===== src/rtl/pll_seq_pkg.sv =====
// Shared types and helpers for the PLL reset sequencer.
//   state_t   : sequencer FSM states
//   cnt_width : bit width needed to hold 0..max_val (never less than 1)
package pll_seq_pkg;

  typedef enum logic [2:0] {
    PLL_RST,
    WAIT_LOCK,
    STABLE,
    RUN,
    FAULT
  } state_t;

  function automatic int unsigned cnt_width(input int unsigned max_val);
    return (max_val < 1) ? 1 : $clog2(max_val + 1);
  endfunction

endpackage


===== src/rtl/pll_reset_sequencer_sync_2ff.sv =====
// Generic 1-bit two-flop synchroniser for asynchronous status inputs.
//   clk_i  : destination clock
//   rst_ni : asynchronous active-low reset, both flops clear to 0
//   d_i    : asynchronous input
//   q_o    : synchronised output, two cycles behind d_i
module sync_2ff (
  input  logic clk_i,
  input  logic rst_ni,
  input  logic d_i,
  output logic q_o
);

  logic meta_q;
  logic sync_q;

  always_ff @(posedge clk_i or negedge rst_ni) begin
    if (!rst_ni) begin
      meta_q <= 1'b0;
      sync_q <= 1'b0;
    end else begin
      meta_q <= d_i;
      sync_q <= meta_q;
    end
  end

  assign q_o = sync_q;

endmodule


===== src/rtl/pll_reset_sequencer.sv =====
// PLL reset sequencer: pulses PLL reset, waits for lock with timeout and bounded
// retries, requires a stable-lock window, then releases the system reset.
//   clk        : free-running reference clock
//   rst_n      : asynchronous active-low reset
//   pll_locked : PLL lock flag, asynchronous to clk
//   restart    : single-cycle request to re-run the full sequence
//   pll_rst    : PLL reset, active high
//   sys_rst_n  : system reset, active low, deasserts synchronously
//   ready      : high while running
//   fault      : high once all lock attempts are exhausted
//   lock_lost  : sticky, lock dropped while running
//   retry_cnt  : failed lock attempts in the current sequence
module pll_reset_sequencer
  import pll_seq_pkg::*;
#(
  parameter int unsigned PLL_RST_CYCLES      = 8,
  parameter int unsigned LOCK_TIMEOUT_CYCLES = 1024,
  parameter int unsigned LOCK_STABLE_CYCLES  = 16,
  parameter int unsigned MAX_RETRIES         = 3
) (
  input  logic                               clk,
  input  logic                               rst_n,
  input  logic                               pll_locked,
  input  logic                               restart,
  output logic                               pll_rst,
  output logic                               sys_rst_n,
  output logic                               ready,
  output logic                               fault,
  output logic                               lock_lost,
  output logic [cnt_width(MAX_RETRIES)-1:0]  retry_cnt
);

  localparam int unsigned RetryW    = cnt_width(MAX_RETRIES);
  localparam int unsigned TimerMax0 = (PLL_RST_CYCLES > LOCK_TIMEOUT_CYCLES) ?
                                      PLL_RST_CYCLES : LOCK_TIMEOUT_CYCLES;
  localparam int unsigned TimerMax  = ((TimerMax0 > LOCK_STABLE_CYCLES) ?
                                       TimerMax0 : LOCK_STABLE_CYCLES) - 1;
  localparam int unsigned TimerW    = cnt_width(TimerMax);

  localparam logic [TimerW-1:0] RstLast     = TimerW'(PLL_RST_CYCLES - 1);
  localparam logic [TimerW-1:0] TimeoutLast = TimerW'(LOCK_TIMEOUT_CYCLES - 1);
  localparam logic [TimerW-1:0] StableLast  = TimerW'(LOCK_STABLE_CYCLES - 1);
  localparam logic [RetryW-1:0] RetryMax    = RetryW'(MAX_RETRIES);

  state_t              state_q, state_d;
  logic [TimerW-1:0]   timer_q, timer_d;
  logic [RetryW-1:0]   retry_q, retry_d;
  logic                lock_lost_q, lock_lost_d;
  logic                pll_rst_q, pll_rst_d;
  logic                sys_rst_n_q, sys_rst_n_d;
  logic                ready_q, ready_d;
  logic                fault_q, fault_d;
  logic                locked_s;

  sync_2ff u_lock_sync (
    .clk_i  (clk),
    .rst_ni (rst_n),
    .d_i    (pll_locked),
    .q_o    (locked_s)
  );

  always_comb begin
    state_d     = state_q;
    timer_d     = timer_q;
    retry_d     = retry_q;
    lock_lost_d = lock_lost_q;

    if (restart) begin
      state_d     = PLL_RST;
      timer_d     = '0;
      retry_d     = '0;
      lock_lost_d = 1'b0;
    end else begin
      case (state_q)
        PLL_RST: begin
          if (timer_q == RstLast) begin
            state_d = WAIT_LOCK;
            timer_d = '0;
          end else begin
            timer_d = timer_q + TimerW'(1);
          end
        end
        WAIT_LOCK: begin
          // Lock takes priority over a coincident timeout.
          if (locked_s) begin
            state_d = STABLE;
            timer_d = '0;
          end else if (timer_q == TimeoutLast) begin
            timer_d = '0;
            if (retry_q == RetryMax) begin
              state_d = FAULT;
            end else begin
              state_d = PLL_RST;
              retry_d = retry_q + RetryW'(1);
            end
          end else begin
            timer_d = timer_q + TimerW'(1);
          end
        end
        STABLE: begin
          // A dropout here is a glitch, not a failed attempt.
          if (!locked_s) begin
            state_d = WAIT_LOCK;
            timer_d = '0;
          end else if (timer_q == StableLast) begin
            state_d = RUN;
            timer_d = '0;
          end else begin
            timer_d = timer_q + TimerW'(1);
          end
        end
        RUN: begin
          if (!locked_s) begin
            state_d     = PLL_RST;
            timer_d     = '0;
            retry_d     = '0;
            lock_lost_d = 1'b1;
          end
        end
        FAULT: begin
          state_d = FAULT;
        end
        default: begin
          state_d = PLL_RST;
          timer_d = '0;
        end
      endcase
    end

    // Outputs are registered from the next state so they change with the state register.
    pll_rst_d   = (state_d == PLL_RST) || (state_d == FAULT);
    sys_rst_n_d = (state_d == RUN);
    ready_d     = (state_d == RUN);
    fault_d     = (state_d == FAULT);
  end

  always_ff @(posedge clk or negedge rst_n) begin
    if (!rst_n) begin
      state_q     <= PLL_RST;
      timer_q     <= '0;
      retry_q     <= '0;
      lock_lost_q <= 1'b0;
      pll_rst_q   <= 1'b1;
      sys_rst_n_q <= 1'b0;
      ready_q     <= 1'b0;
      fault_q     <= 1'b0;
    end else begin
      state_q     <= state_d;
      timer_q     <= timer_d;
      retry_q     <= retry_d;
      lock_lost_q <= lock_lost_d;
      pll_rst_q   <= pll_rst_d;
      sys_rst_n_q <= sys_rst_n_d;
      ready_q     <= ready_d;
      fault_q     <= fault_d;
    end
  end

  assign pll_rst   = pll_rst_q;
  assign sys_rst_n = sys_rst_n_q;
  assign ready     = ready_q;
  assign fault     = fault_q;
  assign lock_lost = lock_lost_q;
  assign retry_cnt = retry_q;

endmodule


===== config.mk =====
export PLATFORM = sky130hd
export DESIGN_NAME = pll_reset_sequencer
export DESIGN_NICKNAME = d
export VERILOG_FILES = /design/src/rtl/pll_seq_pkg.sv /design/src/rtl/pll_reset_sequencer_sync_2ff.sv /design/src/rtl/pll_reset_sequencer.sv
export SDC_FILE = /design/constraint.sdc
export NUM_CORES = 1
export LEC_CHECK = 0
export CAP_MARGIN = 15
export CORE_MARGIN = 5
export CORE_UTILIZATION = 40
export DETAILED_ROUTE_END_ITERATION = 12
export PLACE_DENSITY_LB_ADDON = 0.05
export SLEW_MARGIN = 20
export SYNTH_ARGS = -nofsm -noshare
export SYNTH_HDL_FRONTEND = slang
export SYNTH_SLANG_ARGS = --single-unit

===== constraint.sdc =====
create_clock -name clk -period 3.3 [get_ports clk]
set_input_delay 0.66 -clock clk [delete_from_list [all_inputs] [get_ports clk]]
set_output_delay 0.66 -clock clk [all_outputs]
set_load 0.1 [all_outputs]

==> results.md, run 1 <==
- Post-route setup TNS: 0 ns
- Fin crit period: between 2 and 2.5 ns
- Area of the core: about 0.003 mm2
- Critical path class: in2reg
- Tcrit/Tclk final: 70.1%
- WHS: roughly 0.29 ns
- Worst setup EP type: flop
- I/O Buffers: 10
- Synth Cell Area: ~0.0012 mm2
- PnR worst setup slack: about 0.99 ns
- Part of the Yosys area used for sequential elements: 42.9%
- Synth warnings: 0
- Syn Inst Count: 127
- Max clock buf depth: 2
- Fin. Hold Viols: 0
- Share of layout cells above drive strength 1: approximately 17%
- Post-DR wirelength/cell: around 14 um
- Diode count: 0
- Most frequent cells in the layout: 20 x dfrtp_1, 19 x nand2_1, 8 x nor2_1, 8 x buf_4, 5 x a21oi_1
- Number of buffers created by CTS: 3
- RSZ-0062 raised after global routing: no
- Via density: approximately 5.6
- Max-cap violations: 0
- H-tree levels: 1
- Post-CTS sizing: 0
- Worst slew margin relative to its limit: between 60% and 70%
- Worst path cell trace: clkdlybuf4s50_1, nor4_1, nor2b_1, nor2_1, o211ai_1
- Top FF cell, synth: dfrtp_1
- FF+latch count, synth: 21
- Most common cell after layout, fill and taps aside: dfrtp_1
- Leakage: between 0.5 and 0.6 nW
- Worst-Margin Slew: 0.498 ns
- Crit-path slowest cell: clkdlybuf4s50_1
- Mean area per synthesized cell: between 9 and 10 um2
- Clk_lat worst skew: 0.30 ns
- WL final: between 2000 and 2500 um
- Die X: 65.4 um
- First-pass GRT wire length: approximately 4200 um
- Post-synth EDFFs: 0
- CTS Root Cell: clkbuf_4
- Dpl hpwl: ~1700 um
- Chip Height: 65.4 um
- Largest stage delay, worst path: between 0.5 and 0.6 ns
- Netlist cell types: 45
- Drt pass-1 iters: 4
- Clock slew at reported path FFs: approximately 0.12 ns
- # hold bufs at CTS: 0
- Total global routing overflow: 0
- Io pins: 11
- Post-CTS Setup Bufs: 0
- Starting density of the core: 40.9%
- Synth area leader: dfrtp_1
- CP required: roughly 3.5 ns
- Power Dens Cells: 316 mW/mm2
- Max-slew violations: 0
- Clock skew: ~0.0033 ns
- Async set or reset register ratio after synthesis: 100%
- Layout overhead on the synthesized area: 7.85%
- Largest fanout on the critical path: 10
- Final Cell Area: 0.00132 mm2
- GRT Resource Usage Total: between 10 and 15%
- Pin count of the biggest net entering global routing: 22
- Worst Path Arrival: roughly 2.5 ns
- 1st-iter DRT viols: 23
- Maximum VDD drop: 145 uV
- Nets: between 100 and 150
- Routed Antenna Nets: 0
- Vias: between 900 and 1k
- Row count: 20
- Post-placement cell area: approximately 0.0013 mm2
- Post-synth top area share: around two fifths
- Die ar.: 0.00428 mm2
- Residual DRC count: 0
- Vias in the first global route: a little over 900
- Gpl congestion: around 0.73
- # setup viols final: 0
- Pre-CTS WS: slightly below 0.7 ns
- Type of origin of the critical path: input pin
- Synth area leaders: dfrtp_1 41%, nand2_1 5.8%, buf_4 3.1%, nor2_1 2.4%, a221oi_4 2.1%
- Syn nets: 133
- Clock Sink Count: 21
- Initial antenna violation count: 0
- HP Class: in2async
- Status: finished clean
- CTS tree: yes
- FMAX: around 430 MHz
## cell type report
cell class | count | area, um2
flip-flops and latches | 21 | 527
repair buffers | 11 | 85.1
clock buffers | 4 | 26.3
multi-input cells | 98 | 641
fillers | 309 | 1680
inverters | 1 | 3.75
well taps | 33 | 41.3
## per-layer routing
| metal | share of wire, % | track usage [%] |
|---|---|---|
| met1 | 46 | 15.5 |
| met3 | 3.4 | 2.74 |
| met4 | 0.76 | 5.44 |
| met2 | 50 | 21.0 |
| met5 | 0 | 0 |
## sequential cells by signal, summed over array words and instances (netlist names)
| signal | count |
|---|---|
| timer_q | 10 |
| state_q | 3 |
| retry_cnt | 2 |
| fault | 1 |
| lock_lost | 1 |
| pll_rst | 1 |
| ready | 1 |
| u_lock_sync.meta_q | 1 |
| u_lock_sync.q_o | 1 |
## synthesized netlist by cell type, types with 2 or more instances
library cell,number
ha_1,2
dfrtp_1,20
nor4_1,4
a21oi_1,5
o21ai_1,2
o211ai_1,2
nor2b_1,4
o22ai_1,4
a31oi_1,3
and2_1,4
xnor2_1,2
nand2b_1,2
buf_4,5
or3b_1,2
nor2_1,8
o21ai_0,4
nand2_1,19
nor3_1,3
nand3_1,4
and3_1,3
## kinds of logic (layout without fill, tap and decap cells)
| logic type | Yosys count | after routing | share of synthesized area, % |
|---|---|---|---|
| AO/OA/AOI/OAI | 27 | 27 | 15.5 |
| AND/OR/NAND/NOR | 65 | 65 | 31.5 |
| adder cells (fa/ha/maj) | 2 | 2 | 2.04 |
| buffers and inverters | 8 | 16 | 4.89 |
| flip-flops | 21 | 21 | 42.9 |
| multiplexers | 2 | 2 | 1.73 |
| XOR/XNOR | 2 | 2 | 1.43 |
## power breakdown
| group | leakage, nW | switching (W) | internal [W] | total (W) |
|---|---|---|---|---|
| logic | 0.268 | 0.0000157 | 0.0000106 | 0.0000262 |
| clock network | 0.0150 | 0.0000766 | 0.0000471 | 0.000124 |
| registers | 0.283 | 0.00000595 | 0.000262 | 0.000268 |
## worst max-delay path: cells and delay by family
family	cells	cell delay, ns
simple gates	3	1.09
compound gates	1	0.21
buf+inv	1	0.58
## metrics by stage
step | utilization, % | cells | power [W]
after floorplan | - | 127 | 0.000289
after global placement | 43.4 | 164 | 0.000300
after detailed placement | 43.4 | 164 | 0.000301
after global routing | 44.1 | 168 | 0.000446
final | 44.1 | 168 | 0.000418
after CTS | 44.3 | 168 | 0.000429
## worst paths after layout
kind / startpoint / end / slack [ns] / cells after the start
setup / recovery: restart / timer_q[5] / 0.99 / 5
hold / removal: rst_n / state_q[0] / 0.29 / 1
setup reg to reg: timer_q[0] / timer_q[5] / 1.34 / 6
hold reg to reg: u_lock_sync.meta_q / u_lock_sync.q_o / 0.37 / 0
max in group asynchronous: rst_n / pll_rst / 2.67 / 1
min in group clk: u_lock_sync.meta_q / u_lock_sync.q_o / 0.37 / 0
(Power assumes the default switching activity.)
==> inputs of run 2 (changes only) <==
Clock period 3.3 ns to 2.15 ns, I/O delays scaled along.
==> results.md, run 2 (synthesis results as in run 1) <==
- Status: finished clean
- Switching share of power: roughly a quarter
- Layout overhead on the synthesized area: 10.7%
- Post-CTS sizing: 0
- 1st-iter DRT viols: 38
- Post-route setup TNS: 0 ns
- Critical path class: reg2reg
- Area of the core: around 0.003 mm2
- Power Dens Cells: a little under 500 mW/mm2
- Max reg flops: 10
- # hold bufs at CTS: 0
- Crit-path slowest cell: dfrtp_1
- P_int: between 0.0004 and 0.0005 W
- Die ar.: approximately 0.0043 mm2
- Pre-CTS WS: 0.0543 ns
- Chip Height: about 65 um
- Post-CTS Setup Bufs: 0
- Initial antenna violation count: 0
- Worst path cell trace: ha_1, and4bb_2, and2_1, a221oi_4, nor2_1, o211ai_1
- Tcrit/Tclk final: between 90% and 100%
- WL final: 2450 um
- Clock power share: between 30% and 40%
- Vias in the first global route: slightly above 900
- Row count: 20
- Pin count of the biggest net entering global routing: 22
- I/O Buffers: 10
- Largest Register: timer_q
- PnR worst setup slack: approximately 0.18 ns
- Largest stage delay, worst path: between 0.4 and 0.5 ns
- RSZ-0062 raised after global routing: no
- Type of origin of the critical path: flop
- Starting density of the core: 40.9%
- CP delay by family, top: simple AND/OR/NAND/NOR gates
- GRT Resource Usage Total: between 10% and 20%
- Clk_lat worst skew: ~0.30 ns
- Share of layout cells above drive strength 1: around a fifth
- Largest fanout on the critical path: 8
- Io pins: 11
- Max clock buf depth: 2
- Residual DRC count: 0
- Drt pass-1 iters: 4
- Fin crit period: 1.97 ns
- Maximum VDD drop: roughly 170 uV
- Worst Path Arrival: around 2.2 ns
- Vias: between 900 and 1k
- Psw: around 0.00016 W
- First-pass GRT wire length: roughly 4400 um
- Diode count: 0
- HP Class: reg2reg
- Worst slew margin relative to its limit: around two thirds
- CTS Root Cell: clkbuf_4
- Post-DR wirelength/cell: approximately 14 um
- Number of buffers created by CTS: 3
- Clock skew: approximately 0.0030 ns
- Fin. Hold Viols: 0
- CTS tree: yes
- Nets: 146
- Sequential Power Share: 62.9%
- H-tree levels: 1
- Routed Antenna Nets: 0
- Gpl congestion: 0.755
- Worst-Margin Slew: approximately 0.48 ns
- Via density: 5.49
- Total global routing overflow: 0
- Max-slew violations: 0
- FMAX: ~510 MHz
- Most frequent cells in the layout: 20 x dfrtp_1, 19 x nand2_1, 12 x buf_4
- # setup viols final: 0
- Dpl hpwl: between 1500 and 2000 um
- CP required: 2.38 ns
- Most common cell after layout, fill and taps aside: dfrtp_1
- Buf/Inv on CP: 0
- R2r setup slk: 0.18 ns
- Clock Sink Count: 21
- Max-cap violations: 0
- Clock slew at reported path FFs: around 0.12 ns
- Die X: around 65 um
- Comb power frac: 6.9%
- Leakage: between 0.5 and 0.6 nW
- Worst setup EP type: flop
run 2: changes by cell type in the layout (fill, tap and decap cells not counted):
cell,change
buf_2,-1
buf_4,+4
clkdlybuf4s50_1,+1
run 2: layout make-up:
type / instances / area, um2
Timing Repair Buffer: 15 / 120
Fill cell: 297 / 1640
Multi-Input combinational cell: 98 / 641
Inverter: 1 / 3.75
Sequential cell: 21 / 527
Tap cell: 33 / 41.3
Clock buffer: 4 / 26.3
run 2: per-layer routing:
metal	track usage, %	part of all wire, %
met1	18.4	51
met5	0	0
met4	3.11	0.61
met2	19.8	45
met3	2.74	3.1
run 2: power groups by stage:
stage / Clock, W / Combinational [W] / Sequential, W
6_report: 0.000198 / 0.0000449 / 0.000412
5_1_grt: 0.000234 / 0.0000514 / 0.000413
4_1_cts: 0.000212 / 0.0000462 / 0.000412
3_5_place_dp: 0 / 0.0000460 / 0.000419
3_3_place_gp: 0 / 0.0000454 / 0.000419
2_1_floorplan: 0 / 0.0000258 / 0.000418
run 2: worst paths after layout:
path                                        end               start  cells past startpoint
worst min register to register  u_lock_sync.q_o  u_lock_sync.meta_q                      0
worst max register to register       timer_q[5]          timer_q[0]                      6
worst max-delay path                 timer_q[5]          timer_q[0]                      6
max in group asynchronous               pll_rst               rst_n                      2
min in group asynchronous                 fault               rst_n                      2
worst min-delay path            u_lock_sync.q_o  u_lock_sync.meta_q                      0
run 2: metrics by stage:
step | instance area [um2] | hold slack [ns] | total power (W) | util (%) | std cells
after floorplan | 1230 | 0.134 | 0.000443 | - | 127
after detailed placement | 1330 | 0.339 | 0.000465 | 44.4 | 168
after CTS | 1360 | 0.369 | 0.000670 | 45.3 | 172
final | 1360 | 0.367 | 0.000654 | 45.3 | 172
after global routing | 1360 | 0.400 | 0.000699 | 45.3 | 172
after global placement | 1330 | 0.341 | 0.000464 | 44.4 | 168
run 2: worst reg2reg max path: stages, from the launching register on:
cell and delay (ns):
dfrtp_1 0.43, ha_1 0.27, and4bb_2 0.26, and2_1 0.18, a221oi_4 0.38, nor2_1 0.16
o211ai_1 0.20
==> inputs of run 3 (changes only) <==
Settings changed: SLEW_MARGIN 20 to unset.
==> results of run 3 <==
The final DEF is identical to that of run 2; final timing and power are the same.
